<file path="src/rtl/pdh_cmd_regbank.sv">
// PS-to-PL command interface with a shadow/active register bank.
// A rising edge on the synchronised PS strobe latches one command word.
// The command executes in the following cycle. That cycle updates the banks,
// writes the callback word and toggles the ack bit. The datapath only ever
// sees the active bank, and the active bank changes only in that execute
// cycle, so every update reaches the datapath as one coherent image.
//
// Handshake: the PS raises bit 30 with bits [29:0] already stable. It holds
// those bits until it sees the callback ack bit toggle, then drops the strobe.
// Only the rising strobe edge carries meaning. A further rising edge that
// lands while a command is executing is discarded and recorded in the sticky
// overrun flag.
module pdh_cmd_regbank #(
  parameter int GPIO_WIDTH  = 32,
  parameter int SYNC_STAGES = 2,
  parameter int NUM_REGS    = 16,
  parameter int ADDR_BITS   = 4,
  parameter int REG_WIDTH   = 16,
  parameter logic [NUM_REGS*REG_WIDTH-1:0] RESET_VAL = '0
) (
  input  logic                          clk,
  input  logic                          rst,
  input  logic [GPIO_WIDTH-1:0]         axi_from_ps_i,
  output logic [GPIO_WIDTH-1:0]         axi_to_ps_o,
  output logic [NUM_REGS*REG_WIDTH-1:0] regs_o,
  output logic                          commit_o,
  output logic                          busy_o
);

  localparam logic [3:0] OP_NOP        = 4'd0;
  localparam logic [3:0] OP_WR_SHADOW  = 4'd1;
  localparam logic [3:0] OP_RD_SHADOW  = 4'd2;
  localparam logic [3:0] OP_RD_ACTIVE  = 4'd3;
  localparam logic [3:0] OP_COMMIT     = 4'd4;
  localparam logic [3:0] OP_WR_DIRECT  = 4'd5;
  localparam logic [3:0] OP_REVERT     = 4'd6;
  localparam logic [3:0] OP_CLR_STATUS = 4'd7;

  localparam logic [ADDR_BITS:0] NUM_REGS_W = NUM_REGS[ADDR_BITS:0];

  typedef enum logic {IDLE = 1'b0, EXEC = 1'b1} state_t;

  state_t                 state_q, state_d;
  logic [SYNC_STAGES-1:0] sync_r;
  logic                   dly_r;
  logic                   edge_w;
  logic                   latch_cmd;
  logic                   exec;

  logic [3:0]             cmd_op_r;
  logic [ADDR_BITS-1:0]   cmd_addr_r;
  logic [REG_WIDTH-1:0]   cmd_data_r;

  logic                   ack_r;
  logic                   overrun_r;
  logic                   commit_r;
  logic [GPIO_WIDTH-1:0]  cb_r;

  logic [REG_WIDTH-1:0]   shadow_r [NUM_REGS];
  logic [REG_WIDTH-1:0]   active_r [NUM_REGS];

  // Decoded effect of the latched command
  logic                   addr_ok;
  logic [ADDR_BITS-1:0]   addr_idx;
  logic                   err;
  logic [REG_WIDTH-1:0]   rd_data;
  logic                   wr_shadow;
  logic                   wr_active;
  logic                   do_commit;
  logic                   do_revert;
  logic                   ovr_next;
  logic [GPIO_WIDTH-1:0]  cb_next;

  // Bits of the PS word that carry no command field
  logic unused_ps_bits;
  assign unused_ps_bits = &{1'b0, axi_from_ps_i[GPIO_WIDTH-1:31],
                            axi_from_ps_i[25-ADDR_BITS:REG_WIDTH]};

  // Strobe synchroniser chain plus the edge-delay flop
  always_ff @(posedge clk or posedge rst) begin
    if (rst) begin
      sync_r <= '0;
      dly_r  <= 1'b0;
    end else begin
      sync_r <= {sync_r[SYNC_STAGES-2:0], axi_from_ps_i[30]};
      dly_r  <= sync_r[SYNC_STAGES-1];
    end
  end

  assign edge_w = sync_r[SYNC_STAGES-1] & ~dly_r;

  // FSM state register
  always_ff @(posedge clk or posedge rst) begin
    if (rst) state_q <= IDLE;
    else     state_q <= state_d;
  end

  // FSM next state: accept an edge in IDLE, execute for exactly one cycle
  always_comb begin
    state_d   = state_q;
    latch_cmd = 1'b0;
    exec      = 1'b0;
    case (state_q)
      IDLE: begin
        if (edge_w) begin
          latch_cmd = 1'b1;
          state_d   = EXEC;
        end
      end
      EXEC: begin
        exec    = 1'b1;
        state_d = IDLE;
      end
      default: state_d = IDLE;
    endcase
  end

  assign busy_o = (state_q == EXEC);

  // Command latch, captured on the accepted strobe edge
  always_ff @(posedge clk or posedge rst) begin
    if (rst) begin
      cmd_op_r   <= '0;
      cmd_addr_r <= '0;
      cmd_data_r <= '0;
    end else if (latch_cmd) begin
      cmd_op_r   <= axi_from_ps_i[29:26];
      cmd_addr_r <= axi_from_ps_i[25:26-ADDR_BITS];
      cmd_data_r <= axi_from_ps_i[REG_WIDTH-1:0];
    end
  end

  // Opcode decode, address check and callback word assembly
  always_comb begin
    addr_ok   = ({1'b0, cmd_addr_r} < NUM_REGS_W);
    addr_idx  = addr_ok ? cmd_addr_r : '0;
    err       = 1'b0;
    rd_data   = '0;
    wr_shadow = 1'b0;
    wr_active = 1'b0;
    do_commit = 1'b0;
    do_revert = 1'b0;
    ovr_next  = overrun_r;
    case (cmd_op_r)
      OP_NOP: ;
      OP_WR_SHADOW: begin
        if (addr_ok) begin
          wr_shadow = 1'b1;
          rd_data   = cmd_data_r;
        end else begin
          err = 1'b1;
        end
      end
      OP_RD_SHADOW: begin
        if (addr_ok) rd_data = shadow_r[addr_idx];
        else         err     = 1'b1;
      end
      OP_RD_ACTIVE: begin
        if (addr_ok) rd_data = active_r[addr_idx];
        else         err     = 1'b1;
      end
      OP_COMMIT: do_commit = 1'b1;
      OP_WR_DIRECT: begin
        if (addr_ok) begin
          wr_shadow = 1'b1;
          wr_active = 1'b1;
          rd_data   = cmd_data_r;
        end else begin
          err = 1'b1;
        end
      end
      OP_REVERT:     do_revert = 1'b1;
      OP_CLR_STATUS: ovr_next  = 1'b0;
      default:       err       = 1'b1;
    endcase
    // An edge seen while executing is a dropped command
    ovr_next = ovr_next | edge_w;

    cb_next                         = '0;
    cb_next[31]                     = ~ack_r;
    cb_next[30]                     = err;
    cb_next[29]                     = ovr_next;
    cb_next[28:25]                  = cmd_op_r;
    cb_next[REG_WIDTH +: ADDR_BITS] = cmd_addr_r;
    cb_next[REG_WIDTH-1:0]          = rd_data;
  end

  // Status, ack toggle, callback and commit pulse, all written by EXEC
  always_ff @(posedge clk or posedge rst) begin
    if (rst) begin
      ack_r     <= 1'b0;
      overrun_r <= 1'b0;
      cb_r      <= '0;
      commit_r  <= 1'b0;
    end else begin
      commit_r <= exec & (do_commit | wr_active);
      if (exec) begin
        ack_r     <= ~ack_r;
        overrun_r <= ovr_next;
        cb_r      <= cb_next;
      end
    end
  end

  // Shadow and active banks; bulk copies and single writes happen only in EXEC
  always_ff @(posedge clk or posedge rst) begin
    if (rst) begin
      for (int i = 0; i < NUM_REGS; i++) begin
        shadow_r[i] <= RESET_VAL[i*REG_WIDTH +: REG_WIDTH];
        active_r[i] <= RESET_VAL[i*REG_WIDTH +: REG_WIDTH];
      end
    end else if (exec) begin
      for (int i = 0; i < NUM_REGS; i++) begin
        if (do_commit) active_r[i] <= shadow_r[i];
        if (do_revert) shadow_r[i] <= active_r[i];
      end
      if (wr_shadow) shadow_r[addr_idx] <= cmd_data_r;
      if (wr_active) active_r[addr_idx] <= cmd_data_r;
    end
  end

  // Flatten the active bank onto the datapath bus
  always_comb begin
    regs_o = '0;
    for (int i = 0; i < NUM_REGS; i++) begin
      regs_o[i*REG_WIDTH +: REG_WIDTH] = active_r[i];
    end
  end

  assign axi_to_ps_o = cb_r;
  assign commit_o    = commit_r;

endmodule
</file>
<file path="config.mk">
export PLATFORM = sky130hd
export DESIGN_NAME = pdh_cmd_regbank
export DESIGN_NICKNAME = d
export VERILOG_FILES = /design/src/rtl/pdh_cmd_regbank.sv
export SDC_FILE = /design/constraint.sdc
export NUM_CORES = 2
export LEC_CHECK = 0
export CORE_ASPECT_RATIO = 1.2
export CORE_MARGIN = 8
export CORE_UTILIZATION = 30
export CTS_CLUSTER_SIZE = 30
export DETAILED_ROUTE_END_ITERATION = 16
export HOLD_SLACK_MARGIN = 0.05
export PLACE_DENSITY_LB_ADDON = 0.08
export SYNTH_ARGS = -nofsm -noshare
export SYNTH_HDL_FRONTEND = slang
export SYNTH_SLANG_ARGS = --single-unit
</file>
<file path="constraint.sdc">
create_clock -name clk -period 28.7 [get_ports clk]
set_clock_uncertainty 0.2 [all_clocks]
set_input_delay 2.87 -clock clk [delete_from_list [all_inputs] [get_ports clk]]
set_output_delay 2.87 -clock clk [all_outputs]
set_load 0.005 [all_outputs]
</file>
==> impl_metrics.py, run 1 <==
metrics = {
    "synth": {
        "synth_top_family_by_area": "compound AO/OA/AOI/OAI gates",
        "synthTopCellsByArea": "dfrtp_1, mux4_2, o22ai_1",
        "ys_ff_latch": 568,
        "synth_cells": 2763,
        "synthAdderAreaFrac_pct": 0,
        "synthDistinctLibCells": 64,
        "yosys.area.top_type_share_pct": 47.77,
        "avgSynthCellArea_um2": 10.77,
        "synthFlopType": "dfrtp_1",
        "muxShareOfSynthArea_pct": 12.37,
        "synth_warnings": 0,
        "synth-xor-area-share_pct": 0.02944,
        "post-synth-top-area-cell": "dfrtp_1",
        "synth_compound_area_share_pct": 25.69,
        "syn-cell-area_um2": 29750,
        "synth_edf_count": 0,
        "yosys.area_share.simple_pct": 8.365,
        "yosysSeqAreaShare_pct": 47.77,
        "async_flop_share_pct": 100.0,
    },
    "finish": {
        "seq_area_um2": 14230,
        "final_common_cell": "dfrtp_1",
        "drive_gt1_share_pct": 15.24,
        "utilization_pct": 36.54,
        "num-fill-cells": 9765,
        "design_area_um2": 35950,
        "area_growth_syn_to_layout_pct": 20.82,
        "multiInputGateArea_um2": 14040,
        "nets": 2943,
        "mostFrequentLayoutCells": "dfrtp_1, clkdlybuf4s50_1, a21oi_1",
    },
    "sta": {
        "finalHoldViolCount": 0,
        "rsz0062_at_grt": "no",
        "tightest_slew_ns": 1.274,
        "max_freq_mhz": 154.3,
        "finalSetupViolations": 0,
        "period_needed_ns": 6.481,
        "timing.final.max_slew_violations": 0,
        "worst_slack_ns": 22.22,
        "period_share_pct": 22.58,
        "tns_ns": 0,
        "slew_headroom_pct": 15.08,
    },
    "clock_network": {
        "cts_tree": "built",
        "root_buffer": "clkbuf_16",
        "htreeDepth": 3,
        "ctsResizeCount": 0,
        "numCtsBuffers": 70,
        "clk_pin_slew_ns": 0.06,
        "cts_setup_buffers": 0,
        "cts.sinks": 568,
        "cts_hold_buf": 0,
        "insertion_delay_ns": 0.64,
        "clockBufferDepth": 3,
    },
    "global_routing": {
        "grt_max_degree": 183,
        "grt_use_total_pct": 27.94,
        "grt_overflow_total": 0,
        "grt_pass1_vias": 26360,
        "grt_pass1_wl_um": 219700,
        "antenna_found_initial": 18,
    },
    "setup_path": {
        "cp-end-kind": "async pin",
        "arrival_ns": 6.87,
        "crit_required_ns": 29.09,
        "crit_path_max_fanout": 117,
        "crit_type": "primary input to async pin",
        "start_kind": "primary input",
    },
    "detailed_routing": {
        "wl_um": 157100,
        "drc": 0,
        "via_per_inst": 6.354,
        "first_iter_violations": 3573,
        "antenna_left": 0,
        "num_vias": 26980,
        "wl_per_cell_um": 36.99,
        "firstDrtPassIters": 6,
    },
    "place": {
        "dp_hpwl_um": 106600,
        "port_buffers": 311,
        "dpl-instance-area_um2": 33650,
        "dp_slack_ns": 21.39,
        "gp_congestion": 0.8942,
    },
    "min_path": {
        "hp-class": "register to register",
    },
    "run": {
        "max-cap-violations": 0,
    },
    "outcome": {
        "status": "complete, no violations",
    },
    "power": {
        "p_leak_nw": 13.64,
        "ir_drop_v": 0.00003779,
        "powerDensity_nw_per_um2": 98.13,
    },
    "floorplanning": {
        "die_area_um2": 109500,
        "core_um2": 98370,
        "start_util_pct": 30.24,
        "ios": 324,
        "die_x_um": 303.5,
        "fp-row-count": 126,
        "die_y_um": 361.0,
    },
}
-- flip-flops by register name (all words and copies together) (netlist names) --
name         flops
regs_o         256
dly_r            1
addr_idx         4
cmd_data_r      16
busy_o           1
sync_r           2
axi_to_ps_o     27
shadow_r       256
cmd_op_r         4
commit_o         1
-- where the power goes --
group	internal, mW	leakage [nW]	switching, mW
registers	1.06	7.30	0.420
logic	0.575	5.22	0.568
clock network	0.527	1.13	0.377
total	2.16	13.6	1.37
-- metal layers --
metal | up-vias | GRT usage (%) | part of all wire (%)
met5 | - | 0 | 0.046
met4 | 12 | 10.64 | 4.1
met3 | 221 | 5.317 | 8.6
met2 | 1600 | 42.96 | 45
met1 | 14250 | 38.82 | 42
li1 | 10900 | - | -
-- Yosys cell counts (3+ instances only) --
cell and instances:
and4bb_2 7, buf_2 86, a31oi_1 15, a22oi_1 194
dfrtp_1 568, inv_1 28, clkbuf_1 125, a21oi_1 287
nor2b_1 8, and4b_1 3, nand2b_1 6, and2b_1 3
and3_1 3, mux2i_1 19, and2_1 6, nand2_2 13
a22o_1 41, o2bb2ai_1 158, mux4_2 133, o22ai_1 264
o21ai_1 48, nor2_1 269, buf_6 26, a32oi_1 16
a221oi_2 8, buf_4 32, a21oi_2 11, mux2_2 44
o21ai_0 70, a221oi_1 6, buf_1 36, nand3_1 27
nand2_1 135, nand3_2 6, a21oi_4 12, nor4bb_1 15
-- path summary, 6_finish.rpt --
check                                             start                         to  slack [ns]  cells past startpoint
max in group clk                       busy_o$_DFF_PP0_                     busy_o       23.38                      1
worst max-delay path                                rst    regs_o[178]$_DFFE_PP0P_       22.22                      5
worst max register to register  cmd_op_r[0]$_DFFE_PP0P_   shadow_r[33]$_DFFE_PP0P_       24.25                      8
worst min-delay path                sync_r[0]$_DFF_PP0_        sync_r[1]$_DFF_PP0_        0.16                      0
worst min register to register      sync_r[0]$_DFF_PP0_        sync_r[1]$_DFF_PP0_        0.16                      0
min in group asynchronous                           rst  cmd_data_r[4]$_DFFE_PP0P_        2.64                      2
-- stage by stage --
step	power (mW)	cells	hold WS [ns]
floorplan	1.868	2767	0.1312
CTS	3.528	4240	0.1576
finish	3.527	4246	0.1597
detailed placement	2.616	4117	0.1455
global placement	2.590	4117	0.1463
global route	3.662	4240	0.1591
-- logic make-up (layout without fill, tap and decap cells) --
group / count (synthesis) / count (layout)
flip-flops: 568 / 568
multiplexers: 196 / 196
buffers and inverters: 336 / 529
other: 1 / 11
AO/OA/AOI/OAI: 1138 / 1138
XOR/XNOR: 1 / 1
AND/OR/NAND/NOR: 523 / 523
-- worst max-delay path: stages --
cell,delay (ns)
clkdlybuf4s50_1,0.49
inv_8,0.61
buf_4,0.80
buf_4,0.85
buf_4,0.95
-- area by class of cell --
type / count / area share, %
diodes: 6 / 0.04177
clock buffers: 111 / 6.039
clock inverters: 12 / 0.3098
inverters: 28 / 0.3342
multi-input cells: 1863 / 39.07
flip-flops and latches: 568 / 39.59
well taps: 1280 / 4.455
repair buffers: 378 / 10.16
(Power assumes the default switching activity.)
==> run 2, diff against run 1 <==
==> constraint.sdc (replaced) <==
create_clock -name clk -period 5.6 [get_ports clk]
set_clock_uncertainty 0.2 [all_clocks]
set_input_delay 0.56 -clock clk [delete_from_list [all_inputs] [get_ports clk]]
set_output_delay 0.56 -clock clk [all_outputs]
set_load 0.005 [all_outputs]
==> run 2 against run 1 <==
Effect of this change: sequential power rose to 5.1 times the previous value; critical path depth grew 2; register-to-register slack worse by 22 ns; setup slack worse by 20 ns; total power rose to 5.1 times the previous value; critical endpoint is now shadow_r[217]$_DFFE_PP0P_; largest cell class unchanged.
==> impl_metrics.py, run 2 (synthesized netlist as in run 1, its figures left out) <==
metrics = {
    "detailed_routing": {
        "wl_um": 159000,
        "via_per_inst": 6.329,
        "antenna_left": 0,
        "wl_per_cell_um": 37.35,
        "drc": 0,
        "firstDrtPassIters": 5,
        "num_vias": 26950,
        "first_iter_violations": 3644,
    },
    "global_routing": {
        "grt_max_degree": 148,
        "grt_pass1_wl_um": 222200,
        "grt_overflow_total": 0,
        "grt_pass1_vias": 26560,
        "antenna_found_initial": 14,
        "grt_use_total_pct": 28.27,
    },
    "setup_path": {
        "arrival_ns": 4.07,
        "endpoint": "shadow_r[217]$_DFFE_PP0P_",
        "crit_required_ns": 5.93,
        "cp-startpoint": "cmd_op_r[1]$_DFFE_PP0P_",
        "reg2reg_slack_ns": 1.86,
        "timing.rr.end": "shadow_r[217]$_DFFE_PP0P_",
        "reg2reg_depth": 7,
        "start_kind": "register",
        "r2r_start": "cmd_op_r[1]$_DFFE_PP0P_",
        "cp-end-kind": "register",
        "crit_path_max_fanout": 67,
        "crit_type": "register to register",
    },
    "sta": {
        "whs_ns": 0.1641,
        "tns_ns": 0,
        "period_needed_ns": 3.740,
        "max_freq_mhz": 267.4,
        "slew_headroom_pct": 16.34,
        "finalSetupViolations": 0,
        "timing.final.max_slew_violations": 0,
        "finalHoldViolCount": 0,
        "tightest_slew_ns": 1.255,
        "rsz0062_at_grt": "no",
        "period_share_pct": 66.79,
    },
    "floorplanning": {
        "die_area_um2": 109500,
        "core_um2": 98370,
        "die_y_um": 361.0,
        "ios": 324,
        "start_util_pct": 30.24,
        "fp-row-count": 126,
        "die_x_um": 303.5,
    },
    "finish": {
        "final_common_cell": "dfrtp_1",
        "nets": 2958,
        "area_growth_syn_to_layout_pct": 21.12,
        "num-fill-cells": 9812,
        "mostFrequentLayoutCells": "dfrtp_1, clkdlybuf4s50_1, a21oi_1",
        "drive_gt1_share_pct": 15.52,
    },
    "place": {
        "gp_congestion": 0.8856,
        "dp_hpwl_um": 108400,
        "port_buffers": 311,
    },
    "clock_network": {
        "cts_setup_buffers": 0,
        "root_buffer": "clkbuf_16",
        "cts_hold_buf": 0,
        "numCtsBuffers": 68,
        "ctsResizeCount": 0,
        "clk_pin_slew_ns": 0.06,
        "htreeDepth": 3,
        "insertion_delay_ns": 0.62,
        "cts_tree": "built",
        "clockBufferDepth": 3,
        "cts.sinks": 568,
    },
    "power": {
        "power_mw": 17.96,
        "p_leak_nw": 13.68,
        "powerDensity_nw_per_um2": 498.4,
        "ir_drop_v": 0.0001938,
    },
    "min_path": {
        "hold_path_startpoint": "sync_r[0]$_DFF_PP0_",
        "hp-class": "register to register",
    },
    "run": {
        "max-cap-violations": 0,
    },
    "outcome": {
        "status": "complete, no violations",
    },
}
[run 2: cell types whose count changed in the layout (fill, tap and decap cells not counted), moves of 2 or more]
cell | previous run | this run
buf_12 | 3 | 12
clkbuf_8 | 18 | 12
diode_2 | 6 | 2
clkinvlp_4 | 0 | 2
bufinv_16 | 1 | 3
clkbuf_1 | 19 | 24
buf_4 | 64 | 72
clkbuf_16 | 74 | 69
clkinv_4 | 2 | 0
clkinv_2 | 6 | 10
[run 2: worst max-delay path, stage by stage (launching register included)]
cell	delay (ns)
dfrtp_1	0.34
buf_4	0.33
and2b_1	0.70
nand2b_4	0.67
buf_12	0.46
a21oi_4	0.66
nor2_1	0.09
a21oi_1	0.16
[run 2: how the worst min path moves through the flow]
stage                     endpoint  cells past startpoint
2_1_floorplan  sync_r[1]$_DFF_PP0_                      0
3_3_place_gp   sync_r[1]$_DFF_PP0_                      0
3_5_place_dp   sync_r[1]$_DFF_PP0_                      0
4_1_cts        sync_r[1]$_DFF_PP0_                      0
5_1_grt        sync_r[1]$_DFF_PP0_                      0
6_report       sync_r[1]$_DFF_PP0_                      0
[run 2: cell type report]
type,count,area (um^2),share of cell area [%]
timing repair buffer,395,3894,10.80
tap,1280,1602,4.444
antenna,2,5.005,0.01389
sequential,568,14230,39.49
multi-input combinational,1863,14030,38.95
inverter,28,116.4,0.3229
clock buffer,105,1982,5.500
clock inverter,17,173.9,0.4826
[run 2: power by group]
part | leakage (nW) | switching, mW | internal, mW
logic | 5.32 | 2.94 | 2.97
clock network | 1.06 | 1.91 | 2.58
registers | 7.30 | 2.13 | 5.43
total | 13.7 | 6.98 | 11.0
[run 2: layer usage]
metal	routed length [um]	up-vias	global-route usage, %
li1	-	10950	-
met1	66850	14230	38.82
met2	72020	1533	43.22
met3	13730	237	6.566
met4	6390	8	10.59
met5	58	-	0
[run 2: through the flow]
stage / util, % / area [um^2] / setup slack (ns) / std cells
finish: 36.63 / 36040 / 1.860 / 4258
global route: 36.63 / 36030 / 1.688 / 4256
CTS: 36.63 / 36030 / 1.889 / 4256
detailed placement: 34.44 / 33880 / 1.901 / 4134
global placement: 34.44 / 33880 / 1.953 / 4134
floorplan: - / 29770 / -2.896 / 2767
